`src/rtl/cla_seq_pkg.sv`:
```
// cla_seq_pkg
//   Shared definitions for the multi-precision add sequencer.
//   SLICE_W : width of one adder slice
//   state_t : controller states (IDLE -> RUN -> DONE -> IDLE)
//   slice_t : one 16-bit operand/sum slice
package cla_seq_pkg;

    localparam int SLICE_W = 16;

    typedef enum logic [1:0] {
        IDLE = 2'd0,
        RUN  = 2'd1,
        DONE = 2'd2
    } state_t;

    typedef logic [SLICE_W-1:0] slice_t;

endpackage

```
`src/rtl/CLA_Adder_dat.sv`:
```
// CLA_Adder_dat
//   Combinational 16-bit carry-lookahead adder built from four 4-bit groups.
//   Group generate/propagate terms feed a lookahead unit that produces the
//   group carries directly; bits inside a group resolve from their group carry.
// Ports
//   A, B   in  16  addends
//   C_In   in  1   carry into bit 0
//   Sum    out 16  A + B + C_In modulo 2^16
//   C_Out  out 1   carry out of bit 15
module CLA_Adder_dat
    import cla_seq_pkg::*;
(
    input  slice_t A,
    input  slice_t B,
    input  logic   C_In,
    output slice_t Sum,
    output logic   C_Out
);

    slice_t     gen;
    slice_t     prop;
    slice_t     carry;
    logic [3:0] grpGen;
    logic [3:0] grpProp;
    logic [4:0] grpCarry;

    // Bit and group generate/propagate, then lookahead group carries
    always_comb begin
        gen      = A & B;
        prop     = A ^ B;
        grpGen   = '0;
        grpProp  = '0;
        grpCarry = '0;
        carry    = '0;

        for (int g = 0; g < 4; g++) begin
            grpGen[g] = gen[4*g+3]
                      | (prop[4*g+3] & gen[4*g+2])
                      | (prop[4*g+3] & prop[4*g+2] & gen[4*g+1])
                      | (prop[4*g+3] & prop[4*g+2] & prop[4*g+1] & gen[4*g]);
            grpProp[g] = &prop[4*g +: 4];
        end

        // Each group carry is expanded from C_In, not rippled through groups
        grpCarry[0] = C_In;
        grpCarry[1] = grpGen[0] | (grpProp[0] & C_In);
        grpCarry[2] = grpGen[1] | (grpProp[1] & grpGen[0])
                    | (grpProp[1] & grpProp[0] & C_In);
        grpCarry[3] = grpGen[2] | (grpProp[2] & grpGen[1])
                    | (grpProp[2] & grpProp[1] & grpGen[0])
                    | (grpProp[2] & grpProp[1] & grpProp[0] & C_In);
        grpCarry[4] = grpGen[3] | (grpProp[3] & grpGen[2])
                    | (grpProp[3] & grpProp[2] & grpGen[1])
                    | (grpProp[3] & grpProp[2] & grpProp[1] & grpGen[0])
                    | (grpProp[3] & grpProp[2] & grpProp[1] & grpProp[0] & C_In);

        for (int g = 0; g < 4; g++) begin
            carry[4*g] = grpCarry[g];
            for (int k = 1; k < 4; k++) begin
                carry[4*g+k] = gen[4*g+k-1] | (prop[4*g+k-1] & carry[4*g+k-1]);
            end
        end

        Sum   = prop ^ carry;
        C_Out = grpCarry[4];
    end

endmodule

```
`src/rtl/cla_add_sequencer.sv`:
```
// cla_add_sequencer
//   Multi-precision adder: walks one shared 16-bit CLA over WORDS slices,
//   least-significant first, carrying between slices through a register.
//   One operation in flight; valid/ready handshake on both sides.
// Ports
//   clk        in  1         rising-edge clock
//   reset      in  1         asynchronous active-high reset
//   in_valid   in  1         operands presented
//   in_ready   out 1         high only in IDLE (and not in reset)
//   a_in,b_in  in  WORDS*16  operands
//   c_in       in  1         carry into slice 0
//   out_valid  out 1         result valid until out_ready
//   out_ready  in  1         consumer accepts result
//   sum_out    out WORDS*16  registered sum
//   c_out      out 1         registered carry out of the top slice
//   ovf_out    out 1         registered signed overflow
module cla_add_sequencer
    import cla_seq_pkg::*;
#(
    parameter int WORDS = 4
) (
    input  logic                     clk,
    input  logic                     reset,
    input  logic                     in_valid,
    output logic                     in_ready,
    input  logic [WORDS*SLICE_W-1:0] a_in,
    input  logic [WORDS*SLICE_W-1:0] b_in,
    input  logic                     c_in,
    output logic                     out_valid,
    input  logic                     out_ready,
    output logic [WORDS*SLICE_W-1:0] sum_out,
    output logic                     c_out,
    output logic                     ovf_out
);

    localparam int W     = WORDS * SLICE_W;
    localparam int IDX_W = (WORDS > 1) ? $clog2(WORDS) : 1;
    localparam logic [IDX_W-1:0] LAST_IDX = IDX_W'(WORDS - 1);

    state_t           state;
    state_t           state_next;
    logic [IDX_W-1:0] idx;
    logic             carry;
    logic [W-1:0]     a_reg;
    logic [W-1:0]     b_reg;
    logic [W-1:0]     sum_reg;
    logic             c_reg;
    logic             ovf_reg;
    slice_t           a_slice;
    slice_t           b_slice;
    slice_t           add_sum;
    logic             add_cout;

    CLA_Adder_dat u_adder (
        .A     (a_slice),
        .B     (b_slice),
        .C_In  (carry),
        .Sum   (add_sum),
        .C_Out (add_cout)
    );

    // Slice mux feeding the shared adder, plus next-state decode
    always_comb begin
        state_next = state;
        a_slice    = '0;
        b_slice    = '0;

        for (int i = 0; i < WORDS; i++) begin
            if (idx == IDX_W'(i)) begin
                a_slice = a_reg[i*SLICE_W +: SLICE_W];
                b_slice = b_reg[i*SLICE_W +: SLICE_W];
            end
        end

        case (state)
            IDLE:    if (in_valid) state_next = RUN;
            RUN:     if (idx == LAST_IDX) state_next = DONE;
            DONE:    if (out_ready) state_next = IDLE;
            default: state_next = IDLE;
        endcase
    end

    // State, slice counter, inter-slice carry, operand and result registers
    always_ff @(posedge clk or posedge reset) begin
        if (reset) begin
            state   <= IDLE;
            idx     <= '0;
            carry   <= 1'b0;
            a_reg   <= '0;
            b_reg   <= '0;
            sum_reg <= '0;
            c_reg   <= 1'b0;
            ovf_reg <= 1'b0;
        end else begin
            state <= state_next;
            case (state)
                IDLE: begin
                    if (in_valid) begin
                        a_reg <= a_in;
                        b_reg <= b_in;
                        carry <= c_in;
                        idx   <= '0;
                    end
                end
                RUN: begin
                    for (int i = 0; i < WORDS; i++) begin
                        if (idx == IDX_W'(i)) begin
                            sum_reg[i*SLICE_W +: SLICE_W] <= add_sum;
                        end
                    end
                    carry <= add_cout;
                    // Top slice: its adder MSB is the final sum MSB
                    if (idx == LAST_IDX) begin
                        c_reg   <= add_cout;
                        ovf_reg <= (a_reg[W-1] == b_reg[W-1]) &&
                                   (add_sum[SLICE_W-1] != a_reg[W-1]);
                    end else begin
                        idx <= idx + 1'b1;
                    end
                end
                default: ;
            endcase
        end
    end

    // in_ready is gated by reset so the source sees no acceptance during reset
    assign in_ready  = (state == IDLE) && !reset;
    assign out_valid = (state == DONE);
    assign sum_out   = sum_reg;
    assign c_out     = c_reg;
    assign ovf_out   = ovf_reg;

endmodule

```
`config.mk`:
```
export PLATFORM = sky130hd
export DESIGN_NAME = cla_add_sequencer
export DESIGN_NICKNAME = d
export VERILOG_FILES = /design/src/rtl/cla_seq_pkg.sv /design/src/rtl/CLA_Adder_dat.sv /design/src/rtl/cla_add_sequencer.sv
export SDC_FILE = /design/constraint.sdc
export NUM_CORES = 1
export LEC_CHECK = 0
export ABC_AREA = 1
export CAP_MARGIN = 20
export CORE_ASPECT_RATIO = 1.1
export CORE_MARGIN = 2
export CORE_UTILIZATION = 50
export DETAILED_ROUTE_END_ITERATION = 10
export MAX_ROUTING_LAYER = met4
export PLACE_DENSITY = 0.79
export SYNTH_ARGS = -nofsm -noshare
export SYNTH_HDL_FRONTEND = slang
export SYNTH_SLANG_ARGS = --single-unit
```
`constraint.sdc`:
```
create_clock -name clk -period 8.95 [get_ports clk]
set_clock_uncertainty 0.05 [all_clocks]
set_input_delay 1.79 -clock clk [delete_from_list [all_inputs] [get_ports clk]]
set_output_delay 1.79 -clock clk [all_outputs]
set_load 0.05 [all_outputs]
```
### Word level (Yosys, flattened, before mapping)

Index checks and enable logic that the tools add are counted.

* flip-flop bits (word level): 199
* output and inout bits: 68
* word-level logic and storage cells: 143

* add/subtract/negate cells: 1
* eq/ne operators: 11
* mux-type cells: 17
* bitwise gates (word level): 85
* reduce and logical (&&, ||, !) cells: 18

Operators by type and width (count)
* $mux 16: 8
* $and 1x1->1: 48
* $or 1x1->1: 34
* $xor 16x16->16: 2
* $and 16x16->16: 1
* $reduce_and 4->1: 4
* $reduce_and 2->1: 6
* $mux 2: 5
* $eq 2x2->1 const B: 3
* $ne 2x2->1 const B: 3
* $pmux 2 s3: 1
* $reduce_and 3->1: 2
* $eq 2x1->1 const B: 2
* $logic_not 2->1: 2
* $pmux 2 s2: 1
* $add 2x1->2 const B: 1
* $logic_and 1x1->1: 2
* $ne 2x1->1 const B: 1
* $pmux 1 s2: 1
* $reduce_bool 2->1: 1
* $eq 1x1->1: 1
* $logic_not 1->1: 1
* $mux 1: 1
* $ne 1x1->1: 1

### Longest topological paths before layout

* depth after elaboration: 23
* mapped depth: 27
* gate-level depth less buffers: 25

### Cells and area by module

A second synthesis with hierarchy kept.

* cell total of the unflattened synthesis: 1210
* area, all modules: 9621.7 µm²

By module, submodules not included
* cla_add_sequencer: times used 1, cells an instance 1111, area an instance 8849.7 µm², seq. area each 4979.8 µm²
* CLA_Adder_dat: times used 1, cells an instance 99, area an instance 772.0 µm², seq. area each 0.0 µm²

### Least setup slack after synthesis

Ideal clock, no wire load.

* kind: in2out
* start: input reset
* end: output in_ready
* data arrival time: 2.835 ns
* required time: 7.110 ns
* path slack: 4.275 ns
* stages: 1
* path buffers: 0
* path through: nor3_1

* cells in the longest elaborated chain, start to end: 2

Ends and longest elaborated chain
* start: declaration: RTL line cla_add_sequencer.sv:23 `input logic reset,`
* $logic_not 1->1: RTL line cla_add_sequencer.sv:127 `assign in_ready = (state == IDLE) && !reset;`
* $logic_and 1x1->1: RTL line cla_add_sequencer.sv:127
* end: declaration: RTL line cla_add_sequencer.sv:25 `output logic in_ready,`

Every way passes these cells.

### Worst setup path in the final report

* start: register idx[1]
* end: register ovf_reg (netlist: ovf_out)

* cells in the longest elaborated chain, start to end: 23
* elaborated cells on any way between the ends: 59

Ends and longest elaborated chain
* start: declaration: RTL line cla_add_sequencer.sv:42 `logic [IDX_W-1:0] idx;`
* start signal: assignment: RTL line cla_add_sequencer.sv:118 `idx <= idx + 1'b1;`
* $logic_not 2->1: RTL line cla_add_sequencer.sv:69 `if (idx == IDX_W'(i)) begin`
* $mux 16 (4 in a row): RTL line cla_add_sequencer.sv:69
* $xor 16x16->16 or $and 16x16->16 (tied branches): RTL line CLA_Adder_dat.sv:30, CLA_Adder_dat.sv:29
* $and 1x1->1, on equally long branches: RTL line CLA_Adder_dat.sv:38, CLA_Adder_dat.sv:39, CLA_Adder_dat.sv:40
* $or 1x1->1 (tied with other cells): RTL line CLA_Adder_dat.sv:38 `| (prop[4*g+3] & gen[4*g+2])`
* $or 1x1->1 or $and 1x1->1 (tied branches): RTL line CLA_Adder_dat.sv:39, CLA_Adder_dat.sv:40
* $or 1x1->1: RTL line CLA_Adder_dat.sv:40 `| (prop[4*g+3] & prop[4*g+2] & prop[4*g+1] & gen[4*g]);`
* $and 1x1->1: RTL line CLA_Adder_dat.sv:49 `grpCarry[3] = grpGen[2] | (grpProp[2] & grpGen[1])`
* (+4 left out)
* $or 1x1->1: RTL line CLA_Adder_dat.sv:60 `carry[4*g+k] = gen[4*g+k-1] | (prop[4*g+k-1] & carry[4*g+k-1]);`
* $and 1x1->1: RTL line CLA_Adder_dat.sv:60
* $or 1x1->1: RTL line CLA_Adder_dat.sv:60
* $and 1x1->1: RTL line CLA_Adder_dat.sv:60
* $or 1x1->1: RTL line CLA_Adder_dat.sv:60
* $xor 16x16->16: RTL line CLA_Adder_dat.sv:64 `Sum = prop ^ carry;`
* $ne 1x1->1: RTL line cla_add_sequencer.sv:116 `(add_sum[SLICE_W-1] != a_reg[W-1]);`
* $logic_and 1x1->1: RTL line cla_add_sequencer.sv:115 `ovf_reg <= (a_reg[W-1] == b_reg[W-1]) &&`
* end signal: assignment: RTL line cla_add_sequencer.sv:115
* end: declaration: RTL line cla_add_sequencer.sv:48 `logic ovf_reg;`

Several ways; a longest one is shown, not always the timed one.
A chain may end at the register's enable or synchronous reset.

==> summary.md <==
| Metric | Value |
|---|---|
| Status | completed |
| Synth cell count leaders | 508 x nand2_1, 199 x dfrtp_1, 67 x inv_1, 50 x o21ai_0 |
| Required @ worst endpoint | 9.22 ns |
| R2r setup slk | 3.55 ns |
| Clock buffers created by TritonCTS | 17 |
| Final TNS setup | 0 ns |
| Place WS | 3.60 ns |
| Total of fill cells in the finished design | 1557 |
| Global-route wire length before repair | 39000 um |
| Initial core utilization | 51.2% |
| Routed Antenna Nets | 0 |
| Fin. Hold Viols | 0 |
| Largest net degree at the start of global routing | 116 |
| Post-CTS setup buffer count | 0 |
| Met1 GRT Util | 35.2% |
| Antenna Cells | 0 |
| 1st-pass router iterations | 5 |
| Post-synth EDFFs | 0 |
| Synth cell types | 30 |
| CP Launch Type | flop |
| TritonCTS Sinks | 199 |
| Worst-path fanout max | 38 |
| Pins Over Slew Limit | 0 |
| H-tree level count | 4 |
| Yosys reg bits | 199 |
| RSZ-0062 raised after global routing | false |
| DRC viols | 0 |
| Routability Congestion | 0.901 |
| Syn avg cell area | 8.66 um2 |
| Die footprint | 20100 um2 |
| Number of global-route vias before repair | 7683 |
| HP Class | reg2reg |
| Total number of vias | 7854 |
| Hold path start | sum_out[51]$_DFFE_PP0P_ |
| Ys flop type | dfrtp_1 |
| Share of cells above drive strength 1 | 7.31% |
| Crit path time final | 5.40 ns |
| Mapped Area | 9470 um2 |
| Post-DP HPWL | 17200 um |
| Arr. time, crit path | 5.67 ns |
| CTS tree | yes |
| Row Count | 52 |
| # IOs | 201 |
| Clock Tree Buf Depth | 2 |
| CTS Hold Bufs | 0 |
| Met3 Usage GRT | 4.53% |
| 1st-iter DRT viols | 830 |
| Seq/Total Area, Yosys | 52.6% |
| Hold depth | 2 |
| Fmax | 185 MHz |
| Post_cts resized | 0 |
| Setup CP Type | reg2reg |
| Worst path max stage delay | 0.55 ns |
| Nets | 1425 |
| Clk root buf | clkbuf_16 |
| Hold EP | sum_out[51]$_DFFE_PP0P_ |
| Initial antenna violation count | 0 |
| Worst slew margin | 27.5% |
| GR peak layer | met2 |
| Synth Warn # | 0 |
| GRT Total Usage | 25.7% |
| Final WS setup | 3.55 ns |
| Worst r2r dst | ovf_out$_DFFE_PP0P_ |
| Final setup violation count | 0 |
| Die height | 148 um |
| Slowest cell on crit path | inv_1 |
| Post-Route WL | 24200 um |
| Count leader, synth | nand2_1 |
| Top cells by area, synth | dfrtp_1 53%, nand2_1 20%, o21ai_2 3.1%, inv_1 2.7%, ha_1 2.6% |
| Critical-path cell list | ha_1 > buf_4 > inv_1 > o211ai_1 > o21ai_0 > ha_1 > nand2_1 > nor3b_1 > nor2_1 > nand2_1 > inv_1 > nor2_1 > nor2_1 > fa_1 > fa_1 > fa_1 > xnor2_1 > o21ai_0 > nand2_1 > o21ai_1 |
| Placed insts | 1483 |
| Vias per cell | 5.18 |
| Die X | 135 um |
| Crit. End Element | flop |
| Hold WS | 0.424 ns |
| Top cell type by total area after synthesis | dfrtp_1 |
| Final Cycle Share | 60.4% |
| Maxcap violations | 0 |
| Register-to-Register Path Depth | 20 |
| Clk Latency, worst-skew pair | 0.44 ns |
| Mapped Nets | 1258 |
| Reg clk slew, reported paths | 0.07 ns |
| Asr flop ratio synth | 100% |
| Yosys top cell area share | 52.6% |
| Total core area | 18500 um2 |
| Layout area overhead | 28.1% |
| Routing usage on met2 | 39.6% |
| Synthesized instance count | 1093 |
| R2R Path Start | idx[1]$_DFFE_PP0P_ |
| Worst-margin pin slew | 1.09 ns |
| Buffers on Ports | 200 |
| Drt wl/cell | 15.9 um |
| GR Overflow Total | 0 |
| Non-filler cells, final | 1516 |
[layout make-up]
class	instances	area, um2	share of cell area, %
well taps	243	304	2.51
clock buffers	24	512	4.22
multi-input cells	760	3840	31.7
flip-flops and latches	199	4980	41.1
repair buffers	206	2070	17.0
inverters	76	310	2.56
clock inverters	8	109	0.898
[per-stage QoR]
stage | instance area [um2] | utilization, %
global placement | 11500 | 62.1
floorplan | 9470 | -
finish | 12100 | 65.6
CTS | 12100 | 65.5
detailed placement | 11500 | 62.1
global route | 12100 | 65.6
[worst max-delay path: cells and delay by family (launching register included)]
family,cells,cell delay [ns]
XOR/XNOR,1,0.42
AND/OR/NAND/NOR,7,0.74
buffers and inverters,3,1.01
adder cells (fa/ha/maj),5,1.95
AO/OA/AOI/OAI,4,0.68
flip-flops,1,0.40
[worst max path at each step]
| stage | start | to | slack [ns] | cells past startpoint |
|---|---|---|---|---|
| final | idx[1]$_DFFE_PP0P_ | ovf_out$_DFFE_PP0P_ | 3.55 | 20 |
| after global routing | idx[0]$_DFFE_PP0P_ | ovf_out$_DFFE_PP0P_ | 3.02 | 25 |
| after CTS | idx[0]$_DFFE_PP0P_ | ovf_out$_DFFE_PP0P_ | 3.54 | 25 |
| after detailed placement | idx[0]$_DFFE_PP0P_ | ovf_out$_DFFE_PP0P_ | 3.60 | 25 |
| after global placement | idx[0]$_DFFE_PP0P_ | ovf_out$_DFFE_PP0P_ | 3.74 | 25 |
| after floorplan | reset | a_reg[0]$_DFFE_PP0P_ | 1.68 | 1 |
[cells in the final DEF (no fill, tap or decap), drive strengths merged]
cell           netlist  layout
a21oi               34      34
a22oi               38      38
buf                 47       6
bufinv               0       2
clkbuf              11      24
clkdlybuf4s50        0     200
clkinvlp             0       3
dfrtp              199     199
fa                  12      12
ha                  20      20
inv                 76      79
nand2              508     508
nand3                6       6
nor2                25      25
nor3                 2       2
nor3b                1       1
o211ai               8       8
o21ai              101     101
o31ai                1       1
xnor2                2       2
xor2                 2       2
[kinds of logic (layout without fill, tap and decap cells)]
| logic type | count (synthesis) | in the layout | share of synthesized area, % |
|---|---|---|---|
| and+or+nand+nor | 542 | 542 | 22.5 |
| DFF | 199 | 199 | 52.6 |
| AOI/OAI and AO/OA | 182 | 182 | 12.5 |
| buffers and inverters | 134 | 314 | 6.90 |
| adders and majority gates | 32 | 32 | 5.18 |
| xor gates and xnor gates | 4 | 4 | 0.370 |
[per-layer routing]
metal	part of all wire (%)	wire (um)
met5	0	0
met4	2.6	622
met3	6.6	1590
met2	47	11300
met1	44	10700
Power is not shown: default switching activity piles up to over one toggle a cycle in this logic, so the estimate is an artifact.
